$ cat config.mk
export PLATFORM = sky130hd
export DESIGN_NAME = cpu_datapath
export DESIGN_NICKNAME = d
export VERILOG_FILES = /design/src/rtl/cpu_pkg.sv /design/src/rtl/alu_8b.sv /design/src/rtl/cpu_datapath.sv
export SDC_FILE = /design/constraint.sdc
export NUM_CORES = 1
export LEC_CHECK = 0
export BUFFER_PORTS_ARGS = -buffer_cell sky130_fd_sc_hd__buf_2
export CAP_MARGIN = 20
export CORE_MARGIN = 2
export CORE_UTILIZATION = 49
export DETAILED_ROUTE_END_ITERATION = 7
export PLACE_DENSITY = 0.77
export SYNTH_ARGS = -nofsm -noshare
export SYNTH_HDL_FRONTEND = slang
export SYNTH_SLANG_ARGS = --single-unit
$ cat constraint.sdc
create_clock -name clk -period 2.6 [get_ports clk]
set_input_delay 0.26 -clock clk [delete_from_list [all_inputs] [get_ports clk]]
set_output_delay 0.26 -clock clk [all_outputs]
set_load 0.1 [all_outputs]
$ cat src/rtl/cpu_pkg.sv
// Shared definitions for the 8-bit CPU: FSM state codes, ALU opcodes and a
// small sign-extension helper used by the datapath and the control unit.
package cpu_pkg;

  typedef enum logic [2:0] {
    FETCH      = 3'b000,
    DECODE     = 3'b001,
    EXECUTE    = 3'b010,
    MEM_READ   = 3'b011,
    MEM_WRITE  = 3'b100,
    HALT_STATE = 3'b101,
    IDLE       = 3'b110
  } cpu_state_e;

  typedef enum logic [2:0] {
    ALU_ADD = 3'b000,
    ALU_SUB = 3'b001,
    ALU_AND = 3'b010,
    ALU_OR  = 3'b011,
    ALU_XOR = 3'b100,
    ALU_NOT = 3'b101,
    ALU_SHL = 3'b110,
    ALU_SHR = 3'b111
  } alu_op_e;

  function automatic logic signed [7:0] sext4(input logic [3:0] v);
    return {{4{v[3]}}, v};
  endfunction

endpackage

$ cat src/rtl/alu_8b.sv
// Purely combinational 8-bit ALU; carry and borrow are discarded.
module alu_8b
  import cpu_pkg::*;
(
  input  logic [7:0] a_i,
  input  logic [7:0] b_i,
  input  logic [2:0] opcode_i,
  output logic [7:0] result_o
);

  always_comb begin
    result_o = 8'h00;
    case (opcode_i)
      ALU_ADD: result_o = a_i + b_i;
      ALU_SUB: result_o = a_i - b_i;
      ALU_AND: result_o = a_i & b_i;
      ALU_OR:  result_o = a_i | b_i;
      ALU_XOR: result_o = a_i ^ b_i;
      ALU_NOT: result_o = ~a_i;
      ALU_SHL: result_o = {a_i[6:0], 1'b0};
      ALU_SHR: result_o = {1'b0, a_i[7:1]};
      default: result_o = 8'h00;
    endcase
  end

endmodule

$ cat src/rtl/cpu_datapath.sv
// 8-bit CPU datapath: PC, IR, A, B, ALU result, zero flag, FSM state and halt
// latch, steered by the control unit's strobes; drives an async-read memory.
module cpu_datapath
  import cpu_pkg::*;
#(
  parameter logic [7:0] RESET_PC  = 8'h00,
  parameter logic [3:0] DATA_PAGE = 4'hF
) (
  input  logic       clk,
  input  logic       reset,
  input  logic [2:0] next_state,
  input  logic       pc_we,
  input  logic       pc_sel,
  input  logic       pc_jmp_sel,
  input  logic [3:0] pc_offset,
  input  logic       addr_sel,
  input  logic [3:0] addr_offset,
  input  logic       mem_sel,
  input  logic       mem_we,
  input  logic [2:0] alu_opcode,
  input  logic       alu_sel_a,
  input  logic       alu_sel_b,
  input  logic       alu_we,
  input  logic       zf_we,
  input  logic       ir_we,
  input  logic       a_sel,
  input  logic       b_sel,
  input  logic       a_we,
  input  logic       b_we,
  input  logic       halt,
  input  logic [7:0] mem_rdata,
  output logic [7:0] mem_addr,
  output logic [7:0] mem_wdata,
  output logic       mem_wr,
  output logic [7:0] instr,
  output logic [2:0] state,
  output logic       zf,
  output logic       halted,
  output logic [7:0] pc_out,
  output logic [7:0] a_out,
  output logic [7:0] b_out
);

  logic [7:0] pc_q, pc_d;
  logic [7:0] ir_q, ir_d;
  logic [7:0] a_q, a_d;
  logic [7:0] b_q, b_d;
  logic [7:0] alu_q, alu_d;
  logic       zf_q, zf_d;
  logic       halted_q, halted_d;
  logic [2:0] state_q, state_d;

  logic [7:0] alu_a, alu_b, alu_r;
  logic       wr_en;

  assign wr_en = ~halted_q;
  assign alu_a = alu_sel_a ? pc_q : a_q;
  assign alu_b = alu_sel_b ? {4'h0, ir_q[3:0]} : b_q;

  alu_8b u_alu (
    .a_i      (alu_a),
    .b_i      (alu_b),
    .opcode_i (alu_opcode),
    .result_o (alu_r)
  );

  always_comb begin
    pc_d     = pc_q;
    ir_d     = ir_q;
    a_d      = a_q;
    b_d      = b_q;
    alu_d    = alu_q;
    zf_d     = zf_q;
    if (wr_en) begin
      if (pc_we) begin
        if (!pc_sel)          pc_d = pc_q + 8'd1;
        else if (!pc_jmp_sel) pc_d = pc_q + $unsigned(sext4(pc_offset));
        else                  pc_d = alu_q;
      end
      if (ir_we)  ir_d  = mem_rdata;
      if (alu_we) alu_d = alu_r;
      if (zf_we)  zf_d  = (alu_r == 8'h00);
      // A/B take the registered ALU result, so they see last cycle's value
      if (a_we)   a_d   = a_sel ? mem_rdata : alu_q;
      if (b_we)   b_d   = b_sel ? mem_rdata : alu_q;
    end
    halted_d = halted_q | halt;
    state_d  = halted_q ? HALT_STATE : next_state;
  end

  always_ff @(posedge clk or posedge reset) begin
    if (reset) begin
      pc_q     <= RESET_PC;
      ir_q     <= 8'h00;
      a_q      <= 8'h00;
      b_q      <= 8'h00;
      alu_q    <= 8'h00;
      zf_q     <= 1'b0;
      halted_q <= 1'b0;
      state_q  <= FETCH;
    end else begin
      pc_q     <= pc_d;
      ir_q     <= ir_d;
      a_q      <= a_d;
      b_q      <= b_d;
      alu_q    <= alu_d;
      zf_q     <= zf_d;
      halted_q <= halted_d;
      state_q  <= state_d;
    end
  end

  assign mem_addr  = addr_sel ? {DATA_PAGE, addr_offset} : pc_q;
  assign mem_wdata = mem_sel ? b_q : a_q;
  assign mem_wr    = mem_we & ~halted_q & ~reset;

  assign instr  = ir_q;
  assign state  = state_q;
  assign zf     = zf_q;
  assign halted = halted_q;
  assign pc_out = pc_q;
  assign a_out  = a_q;
  assign b_out  = b_q;

endmodule

---- Word level (Yosys, flattened, before mapping) ----
Index checks and enable logic that the tools add are counted.
storage, ports and cells
  register bits after elaboration ......... 45
  input bits .............................. 40
  output and inout port bits .............. 54
  word-level logic and storage cells ...... 46
operators by class
  $add $sub $neg .......................... 4
  equality and inequality tests ........... 7
  multiplexer cells ....................... 10
  bitwise gates (word level) .............. 9
  reduce and logical (&&, ||, !) cells .... 8
operators with widths
  kind                                                  count
  2-to-1 mux 8 bit                                      8
  one-hot mux 8 bit (8 select lines)                    1
  adder 8 bit                                           2
  equality test 3 bit (second input constant)           4
  AND reduction 2 bit                                   6
  adder 8 x 1 -> 8 bit (second input constant)          1
  bitwise AND 8 bit                                     1
  zero test 8 bit                                       1
  inverter 8 bit                                        1
  bitwise OR 8 bit                                      1
  subtractor 8 bit                                      1
  bitwise XOR 8 bit                                     1
  equality test 3 x 2 -> 1 bit (second input constant)  2
  equality test 3 x 1 -> 1 bit (second input constant)  1
  zero test 3 bit                                       1
  2-to-1 mux 3 bit                                      1
  bitwise AND 1 bit                                     2
  inverter 1 bit                                        2
  bitwise OR 1 bit                                      1

---- Longest topological paths before layout ----
Gate-level depths: netlist of the first run.
  depth after elaboration ................. 4
  mapped depth ............................ 15

---- Hierarchy ----
A second synthesis of the first run with hierarchy kept.
second synthesis, totals
  cells, all modules ...................... 443
  area total of the unflattened synthesis .. 3995.1 um^2
by module, submodules not included
  module        instances  cells an instance  area an instance (um^2)  seq. area each (um^2)
  cpu_datapath  1          278                2786.4                   1126.1
  alu_8b        1          165                1208.7                   0.0

---- Worst setup path after synthesis of the first run ----
No wires, ideal clock.
  path kind ............................... reg2out
  start ................................... register pc_q[1] (netlist: pc_out[1])
  end ..................................... output port mem_addr[1]
  arrival time ............................ 3.363 ns
  required time ........................... 2.340 ns
  slack ................................... -1.023 ns
  cell stages (with the launch flop) ...... 3
  buffers on the path ..................... 0
  path through ............................ dfrtp_1 inv_1 o21ai_0
between the ends
  longest elaborated chain between the ends .. 1
RTL lines
  item                      line                 text
  start: declaration        cpu_datapath.sv:44   logic [7:0] pc_q, pc_d;
  start signal: assignment  cpu_datapath.sv:102  pc_q <= pc_d;
  2-to-1 mux 8 bit          cpu_datapath.sv:113  assign mem_addr = addr_sel ? {DATA_PAGE, addr_offset} : pc_q;
  end: declaration          cpu_datapath.sv:32   output logic [7:0] mem_addr,
Every way passes these cells.

---- Worst setup path in the final report of the first run ----
  start ................................... register b_q[0] (netlist: b_out[0])
  end ..................................... register alu_q[7]
between the ends
  longest elaborated chain between the ends .. 3
RTL lines
  item                                             line                        text
  start: declaration                               cpu_datapath.sv:47          logic [7:0] b_q, b_d;
  start signal: assignment                         cpu_datapath.sv:96          b_q <= 8'h00;
  start signal: assignment                         cpu_datapath.sv:105         b_q <= b_d;
  2-to-1 mux 8 bit *                               cpu_datapath.sv:58          assign alu_b = alu_sel_b ? {4'h0, ir_q[3:0]} : b_q;
  subtractor 8 bit or adder 8 bit (tied branches)  alu_8b.sv:15, alu_8b.sv:14
  one-hot mux 8 bit (8 select lines) *             alu_8b.sv:13                case (opcode_i)
  end signal: assignment                           cpu_datapath.sv:106         alu_q <= alu_d;
  end: declaration                                 cpu_datapath.sv:48          logic [7:0] alu_q, alu_d;
Mark *: on every way between the ends. The rest lies on a longest branch, timed or not.
A chain may end at the register's enable or synchronous reset.

==> flow_metrics.py, run 1 <==
metrics = {
    "run_status": {
        "outcome": "finished, violations left",
        "violations": "setup timing",
    },
    "clocking": {
        "cts_root_buf": "clkbuf_8",
        "cts_buffer_depth": 2,
        "cts_num_sinks": 45,
        "cts_buffers": 5,
        "cts.htree.levels": 2,
        "cts_tree": "done",
        "path_clk_slew_ns": 0.09,
        "clock_latency_ns": 0.31,
    },
    "detailed_routing": {
        "wl_per_cell_um": 17.88,
        "totalWireLength_um": 12760,
        "drt_iter0_drc": 230,
        "drt-pass1-iter-count": 4,
        "vias_per_cell": 5.737,
        "drc": 0,
        "vias": 4096,
        "postRouteAntennaNets": 0,
    },
    "final_layout": {
        "final_nets": 685,
        "drive_gt1_share_pct": 45.92,
        "areaGrowthSynthToFinish_pct": 40.40,
        "antennaDiodeCount": 0,
        "final_cell_area_sq_um": 5423,
        "fin_util_pct": 70.54,
    },
    "timing": {
        "finalCritPeriodShare_pct": 118.6,
        "finClkSkew_ns": 0.01062,
        "layout_setup_ws_ns": -0.4825,
        "drv_slew": 0,
        "slew_headroom_pct": 57.26,
        "hold_ws_ns": 0.1290,
        "max_freq_mhz": 324.4,
        "setup_viol": 6,
        "rsz0062_at_grt": "yes",
        "min_period_ns": 3.083,
        "worst_pin_slew_ns": 0.6411,
        "hold_viol_final": 0,
    },
    "setup_path": {
        "max_stage_delay_ns": 0.51,
        "reg2reg_slack_ns": -0.48,
        "critPathKind": "flip-flop to flip-flop",
        "cp-end-kind": "flip-flop",
        "cp.depth": 13,
        "rr_worst_depth": 13,
        "cp.required_ns": 2.79,
        "crit_end": "alu_q[7]",
        "rr_startpoint": "b_out[0]",
        "cp_max_fo": 3,
        "worstReg2RegEnd": "alu_q[7]",
        "crit_start": "b_out[0]",
        "crit_chain": "mux2i_2 > ha_1 > nand2_1 > o21ai_2 > inv_1 > ha_1 > nor2b_4 > o31a_1 > or4_4 > a31oi_4 > and3_4 > nor3_2 > mux2_2",
        "arrival_ns": 3.27,
        "critical_path_buf_inv_count": 1,
        "cpMostUsedCell": "ha_1",
        "crit_slowest_cell": "dfrtp_4",
        "startpoint_type": "flip-flop",
        "crit_family": "simple AND/OR/NAND/NOR gates",
    },
    "placed_design": {
        "placed_area_sq_um": 5057,
        "place.gp.congestion": 0.9428,
        "pre_cts_ws_ns": -0.5422,
        "hpwl_um": 9770,
        "numPortBuffers": 93,
    },
    "global_routing": {
        "first_global_vias": 4041,
        "antenna_found_initial": 0,
        "grt_usage_pct": 29.19,
        "grt_max_degree": 29,
        "gr-total-overflow": 0,
        "grt_pass1_wl_um": 19910,
    },
    "floorplanning": {
        "die_y_um": 92.79,
        "initial_utilization_pct": 50.24,
        "die_width_um": 92.79,
        "io_pins": 94,
        "dieArea_sq_um": 8609,
        "core_sq_um": 7687,
        "row_count": 32,
    },
    "hold_path": {
        "min_path_type": "primary input to flip-flop",
    },
    "job": {
        "max_cap_viol_count": 0,
    },
    "yosys": {
        "syn_avg_cell_area_sq_um": 8.699,
        "ys_ff_latch": 45,
        "synth_area_sq_um": 3862,
        "synth.area.top_cells": "dfrtp_1 29%, ha_1 10%, mux2i_1 7.5%, mux2_2 6.7%, o21ai_0 5.7%",
        "yosys.area.top_type": "dfrtp_1",
        "synth_cells": 444,
        "yosysMostFrequentCell": "dfrtp_1",
        "async_flop_share_pct": 100.0,
        "synth.top_cell.area_share_pct": 29.15,
        "yosysSeqAreaShare_pct": 29.15,
        "ys_types": 59,
        "synth_edf_count": 0,
        "yosys-top-cells-count": "45 x dfrtp_1, 44 x o21ai_0, 41 x nand2_1",
        "yosysWarnings": 0,
        "synth-main-ff-cell": "dfrtp_1",
        "synth_nets": 518,
    },
    "power_and_ir_drop": {
        "ir_drop_uv": 462.7,
        "p_leak_nw": 2.698,
        "power_w": 0.003508,
        "p_per_area_nw_per_um2": 646.9,
    },
}
==> sequential cells by signal (all words and copies together), names as in the netlist <==
name,count
alu_q,8
halted,1
instr,8
b_out,8
pc_out,8
state,3
a_out,8
zf,1
==> power breakdown <==
| part | leakage, nW | total (W) | switching (W) | internal, W |
|---|---|---|---|---|
| Sequential | 0.543 | 0.000884 | 0.0000983 | 0.000786 |
| Combinational | 2.10 | 0.00208 | 0.00135 | 0.000733 |
| Clock | 0.0554 | 0.000539 | 0.000251 | 0.000289 |
| Total | 2.70 | 0.00351 | 0.00170 | 0.00181 |
==> routing by layer <==
metal	vias up	share of wire, %	GRT usage (%)
met3	35	5.7	3.011
met2	179	50	49.52
met5	-	0	0
met4	0	2.8	9.804
li1	1916	-	-
met1	1966	41	38.98
==> worst min path at each step <==
stage	from	end	slack, ns	cells after the start
2_1_floorplan	halt	halted	0.37	1
3_3_place_gp	reset	state[1]	0.41	2
5_1_grt	next_state[0]	state[0]	0.13	2
4_1_cts	reset	state[0]	0.10	2
3_5_place_dp	reset	state[2]	0.43	2
6_report	next_state[0]	state[0]	0.13	2
==> kinds of logic (layout without fill, tap and decap cells) <==
group | Yosys count | count (layout) | share of synthesized area, %
mux | 56 | 56 | 16.10
xor+xnor | 16 | 16 | 3.628
buf+inv | 50 | 218 | 5.150
compound gates | 117 | 117 | 18.95
fa+ha+maj | 34 | 34 | 11.40
simple gates | 126 | 126 | 15.61
flops | 45 | 45 | 29.15
==> through the flow <==
stage               std cells  TNS, ns
global route              714   -1.953
CTS                       710  -0.9244
finish                    714   -1.282
global placement          699  -0.9300
detailed placement        699   -1.589
floorplan                 444  -0.9133
==> cells in the final DEF (no fill, tap or decap), types with 8 or more instances in the layout <==
| master | count |
|---|---|
| a21oi_1 | 21 |
| buf_2 | 93 |
| buf_4 | 85 |
| dfrtp_1 | 26 |
| dfrtp_2 | 15 |
| ha_1 | 32 |
| inv_1 | 23 |
| mux2_2 | 23 |
| mux2i_1 | 27 |
| nand2_1 | 41 |
| nand2b_1 | 14 |
| nor2_1 | 28 |
| o21ai_0 | 38 |
| or2_2 | 8 |
| xnor2_1 | 11 |
==> final cells by class <==
cell class | instances | area [sq um]
flip-flops and latches | 45 | 1160
clock inverters | 2 | 38.79
inverters | 27 | 101.3
clock buffers | 6 | 72.57
multi-input cells | 349 | 2755
repair buffers | 183 | 1167
well taps | 102 | 127.6
fillers | 579 | 2265
==> what timing repair did <==
action | CTS | global route
hold buffers | 0 | 1
setup buffers | 4 | 4
cloned | 0 | 0
gates resized for setup | 15 | 24
pin swaps | 10 | 17
setup endpoints to repair | 5 | 8
hold endpoints to repair | 0 | 2
Note: power is estimated with default switching activity, not from simulation.
==> run 2: changes to the inputs <==
REMOVE_ABC_BUFFERS = 1   (was not set)
SKIP_CTS_REPAIR_TIMING = 1   (was not set)
==> run 2 against run 1 <==
- the run still ends with setup timing left
- non-clock buffer count shrank 4
- count of clock-buffer cells in the layout shrank 1
- total power shrank 5.2%
- final cell count shrank 0.56%
- routed wire length shrank 2.2%
- setup slack gained 0.067 ns
- largest power group unchanged
- highest routed layer unchanged
==> flow_metrics.py, run 2 (synthesized netlist as in run 1, its figures left out) <==
metrics = {
    "power_and_ir_drop": {
        "ir_drop_uv": 425.3,
        "p_leak_nw": 2.663,
        "power_w": 0.003326,
        "p_per_area_nw_per_um2": 638.5,
    },
    "detailed_routing": {
        "drt-pass1-iter-count": 4,
        "drt_iter0_drc": 196,
        "wl_per_cell_um": 17.58,
        "vias_per_cell": 5.693,
        "totalWireLength_um": 12490,
        "vias": 4042,
        "postRouteAntennaNets": 0,
        "drc": 0,
    },
    "global_routing": {
        "gr-total-overflow": 0,
        "grt_pass1_wl_um": 19110,
        "first_global_vias": 3976,
        "grt_usage_pct": 28.18,
        "grt_max_degree": 26,
        "antenna_found_initial": 0,
    },
    "setup_path": {
        "startpoint_type": "flip-flop",
        "critical_path_buf_inv_count": 1,
        "rr_worst_depth": 13,
        "cp.required_ns": 2.80,
        "rr_startpoint": "b_out[0]",
        "cp-end-kind": "flip-flop",
        "critPathKind": "flip-flop to flip-flop",
        "cp_max_fo": 4,
        "worstReg2RegEnd": "alu_q[7]",
        "cpMostUsedCell": "ha_1",
        "reg2reg_slack_ns": -0.42,
        "crit_family": "simple AND/OR/NAND/NOR gates",
        "arrival_ns": 3.21,
        "max_stage_delay_ns": 0.44,
        "crit_slowest_cell": "or4_4",
        "crit_chain": "mux2i_2 > ha_1 > nand2_1 > o21ai_1 > inv_1 > ha_1 > nor2b_4 > o31a_1 > or4_4 > a31oi_4 > and3_4 > nor3_2 > mux2_2",
    },
    "floorplanning": {
        "row_count": 32,
        "initial_utilization_pct": 50.24,
        "die_y_um": 92.79,
        "core_sq_um": 7687,
        "dieArea_sq_um": 8609,
        "die_width_um": 92.79,
        "io_pins": 94,
    },
    "timing": {
        "worst_pin_slew_ns": 0.8712,
        "hold_ws_ns": 0.01808,
        "finalCritPeriodShare_pct": 116.0,
        "min_period_ns": 3.016,
        "rsz0062_at_grt": "yes",
        "hold_viol_final": 0,
        "tns_ns": -0.7680,
        "slew_headroom_pct": 41.56,
        "max_freq_mhz": 331.6,
        "finClkSkew_ns": 0.01030,
        "drv_slew": 0,
        "layout_setup_ws_ns": -0.4159,
        "setup_viol": 3,
    },
    "clocking": {
        "cts_tree": "done",
        "cts_buffer_depth": 2,
        "clock_latency_ns": 0.31,
        "cts_buffers": 5,
        "path_clk_slew_ns": 0.10,
        "cts_root_buf": "clkbuf_8",
        "cts.htree.levels": 2,
        "cts_num_sinks": 45,
    },
    "final_layout": {
        "fin_util_pct": 67.76,
        "final_common_cell": "buf_2",
        "multi_input_area_sq_um": 2641,
        "nFillCells": 613,
        "areaGrowthSynthToFinish_pct": 34.86,
        "drive_gt1_share_pct": 39.64,
        "final-seq-area_sq_um": 1126,
        "final_nets": 681,
        "antennaDiodeCount": 0,
        "final_cell_mix": "93 x buf_2, 85 x buf_4, 45 x dfrtp_1",
    },
    "job": {
        "max_cap_viol_count": 0,
    },
    "placed_design": {
        "numPortBuffers": 93,
        "hpwl_um": 9881,
        "place.gp.congestion": 0.9262,
        "pre_cts_ws_ns": -0.4619,
    },
    "run_status": {
        "outcome": "finished, violations left",
        "violations": "setup timing",
    },
    "hold_path": {
        "min_path_type": "primary input to async pin",
    },
}
==> run 2: cell types whose count changed in the layout (fill, tap and decap cells not counted), sizes merged <==
cell,before,now
buf,182,179
inv,25,28
dlygate4sd3,1,0
bufinv,1,0
clkbuf,6,5
clkinv,3,2
==> run 2: per-layer routing <==
metal | GRT usage (%) | wire, um | part of all wire (%) | vias to the layer above
met5 | 0 | 0 | 0 | -
met4 | 12.25 | 470 | 3.8 | 0
met3 | 3.173 | 633 | 5.1 | 36
met2 | 48.97 | 6278 | 50 | 153
met1 | 35.26 | 5103 | 41 | 1940
li1 | - | - | - | 1913
==> run 2: area by class of cell <==
type                    count  share of cell area [%]
clock buffers               5                   1.321
inverters                  27                   1.946
flip-flops and latches     45                   21.62
repair buffers            179                   21.40
well taps                 102                   2.450
clock inverters             3                  0.5525
multi-input cells         349                   50.71
==> run 2: how the worst max path moves through the flow <==
stage	start	to	slack (ns)	cells past startpoint
floorplan	pc_out[1]	mem_addr[1]	-1.02	2
global placement	alu_sel_b	alu_q[7]	-0.35	14
detailed placement	alu_sel_b	alu_q[7]	-0.46	14
CTS	b_out[0]	alu_q[7]	-0.42	13
global route	b_out[0]	alu_q[7]	-0.51	13
finish	b_out[0]	alu_q[7]	-0.42	13
==> run 2: worst reg2reg max path: cells and delay by family (launching register included) <==
family	cells	cell delay (ns)
buf+inv	1	0.06
flops	1	0.43
compound gates	3	0.57
fa+ha+maj	2	0.48
mux	2	0.47
simple gates	5	0.87
==> run 2: power breakdown <==
group | switching, W | internal (W) | total [W]
registers | 0.0000950 | 0.000776 | 0.000871
logic | 0.00130 | 0.000686 | 0.00198
clock network | 0.000270 | 0.000203 | 0.000472
==> run 2: stage by stage <==
stage | instances | area [sq um]
after floorplan | 421 | 3765
after global placement | 698 | 4974
after detailed placement | 698 | 4974
after CTS | 706 | 5071
after global routing | 710 | 5209
final | 710 | 5209
==> run 3: changes to the inputs <==
CELL_PAD_IN_SITES_DETAIL_PLACEMENT = 0   (was not set)
CELL_PAD_IN_SITES_GLOBAL_PLACEMENT = 1   (was not set)
CORE_UTILIZATION = 37   (was 49)
PLACE_DENSITY = not set   (was 0.77)
PLACE_DENSITY_LB_ADDON = 0.1   (was not set)
==> run 3 against run 2 <==
- the flow still finishes with violations (setup timing)
- core utilization down 16 points
- first-iteration DRC count shrank 17%
- critical endpoint unchanged
- fmax increased by 5.1%
- final area rose by 2.5%
- total power increased by 3.5%
- register-to-register slack improved by 0.15 ns
- non-clock buffer count is 5 higher
- largest cell class unchanged
- clock power is 16% higher
- count of clock-buffer cells in the layout unchanged
- routed wire length increased by 3.3%
==> flow_metrics.py, run 3 (synthesized netlist as in run 1, its figures left out) <==
metrics = {
    "run_status": {
        "outcome": "finished, violations left",
        "violations": "setup timing",
    },
    "final_layout": {
        "final_cell_mix": "93 x buf_2, 90 x buf_4, 45 x dfrtp_1",
        "final_nets": 686,
        "drive_gt1_share_pct": 41.99,
        "antennaDiodeCount": 0,
        "final_common_cell": "buf_2",
        "nFillCells": 1011,
        "fin_util_pct": 52.16,
        "areaGrowthSynthToFinish_pct": 38.16,
    },
    "clocking": {
        "cts.htree.levels": 2,
        "cts_num_sinks": 45,
        "cts_buffers": 5,
        "path_clk_slew_ns": 0.10,
        "cts_buffer_depth": 2,
        "cts_root_buf": "clkbuf_8",
        "cts_tree": "done",
        "clock_latency_ns": 0.31,
    },
    "job": {
        "max_cap_viol_count": 0,
    },
    "detailed_routing": {
        "vias_per_cell": 5.290,
        "drc": 0,
        "vias": 3957,
        "drt_iter0_drc": 162,
        "postRouteAntennaNets": 0,
        "wl_per_cell_um": 17.25,
        "drt-pass1-iter-count": 5,
        "totalWireLength_um": 12900,
    },
    "power_and_ir_drop": {
        "p_leak_nw": 2.716,
        "p_per_area_nw_per_um2": 645.4,
        "p_switching_w": 0.001666,
        "p_int_w": 0.001778,
        "combPwrFrac_pct": 58.8,
        "swShare_pct": 48.36,
        "pwr-share-seq_pct": 25.3,
        "ir_drop_uv": 387.8,
        "clock_power_share_pct": 15.9,
    },
    "setup_path": {
        "reg2reg_slack_ns": -0.27,
        "arrival_ns": 3.06,
        "rr_worst_depth": 13,
        "rr_startpoint": "instr[1]",
        "startpoint_type": "flip-flop",
        "worstReg2RegEnd": "alu_q[7]",
        "cp-end-kind": "flip-flop",
        "cp.required_ns": 2.79,
        "critPathKind": "flip-flop to flip-flop",
        "cp_max_fo": 3,
    },
    "floorplanning": {
        "core_sq_um": 10230,
        "dieArea_sq_um": 11270,
        "die_y_um": 106.2,
        "io_pins": 94,
        "die_width_um": 106.2,
        "row_count": 37,
        "initial_utilization_pct": 37.75,
    },
    "global_routing": {
        "grt_usage_pct": 22.87,
        "antenna_found_initial": 0,
        "grt_max_degree": 46,
        "grt_pass1_wl_um": 20090,
        "gr-total-overflow": 0,
        "first_global_vias": 3780,
    },
    "timing": {
        "finClkSkew_ns": 0.01496,
        "setup_viol": 3,
        "hold_viol_final": 0,
        "rsz0062_at_grt": "yes",
        "worst_pin_slew_ns": 0.9853,
        "min_period_ns": 2.870,
        "layout_setup_ws_ns": -0.2697,
        "drv_slew": 0,
        "max_freq_mhz": 348.5,
        "slew_headroom_pct": 34.22,
        "finalCritPeriodShare_pct": 110.4,
    },
    "hold_path": {
        "worstHoldEndpoint": "halted",
        "whs_path_depth": 2,
        "min_path_type": "primary input to flip-flop",
        "hp-start": "halt",
    },
    "placed_design": {
        "place.gp.congestion": 0.9080,
        "hpwl_um": 10220,
        "numPortBuffers": 93,
        "pre_cts_ws_ns": -0.3626,
    },
}
run 3: changes by cell type in the layout (fill, tap and decap cells not counted), moves of 2 or more:
cell     delta
o32ai_2     +2
inv_2       +2
buf_4       +5
o21ai_1     -5
o21ai_2     +5
run 3: routing by layer:
layer	vias up	track usage, %	part of all wire (%)
met2	106	38.28	49
met1	1909	30.98	44
met3	16	3.250	4.5
met4	0	6.015	2.5
met5	-	0	0
li1	1926	-	-
run 3: layout make-up:
class / instances / area (sq um) / area share, %
clock inverter: 2 / 38.79 / 0.7268
multi-input combinational: 349 / 2679 / 50.20
timing repair buffer: 184 / 1152 / 21.59
sequential: 45 / 1126 / 21.10
clock buffer: 5 / 68.82 / 1.290
tap: 136 / 170.2 / 3.189
inverter: 27 / 101.3 / 1.899
run 3: through the flow:
stage | std cells | power, W | TNS [ns] | hold slack [ns] | instance area (sq um)
global route | 748 | 0.003626 | -1.235 | 0.1282 | 5336
finish | 748 | 0.003444 | -0.5451 | 0.1242 | 5336
global placement | 737 | 0.002779 | -1.095 | 0.4492 | 5054
detailed placement | 737 | 0.002790 | -1.350 | 0.4500 | 5054
floorplan | 421 | 0.002137 | -5.805 | 0.3693 | 3765
CTS | 744 | 0.003340 | -1.119 | 0.1199 | 5161
run 3: worst max path at each step:
stage | startpoint | slack, ns | cells past startpoint | end
6_report | instr[1] | -0.27 | 13 | alu_q[7]
5_1_grt | b_out[1] | -0.41 | 13 | alu_q[7]
4_1_cts | instr[1] | -0.35 | 13 | alu_q[7]
3_5_place_dp | alu_sel_b | -0.36 | 13 | alu_q[7]
3_3_place_gp | alu_sel_b | -0.30 | 14 | alu_q[7]
2_1_floorplan | pc_out[1] | -1.02 | 2 | mem_addr[1]
run 3: power by group through the flow:
stage	registers (W)	clock network (W)	logic [W]
finish	0.000871	0.000548	0.00202
floorplan	0.00129	0	0.000850
detailed placement	0.000882	0	0.00191
global placement	0.000881	0	0.00190
global route	0.000880	0.000581	0.00216
CTS	0.000870	0.000553	0.00192
run 3: critical path: stages, from the launching register on:
cell	delay, ns
dfrtp_1	0.41
mux2i_1	0.22
ha_1	0.27
nand2_1	0.07
o21ai_2	0.06
inv_2	0.06
ha_4	0.19
nor2b_4	0.12
o31a_1	0.26
or4_1	0.42
a31oi_2	0.17
and3_1	0.19
nor3_2	0.06
mux2_2	0.26
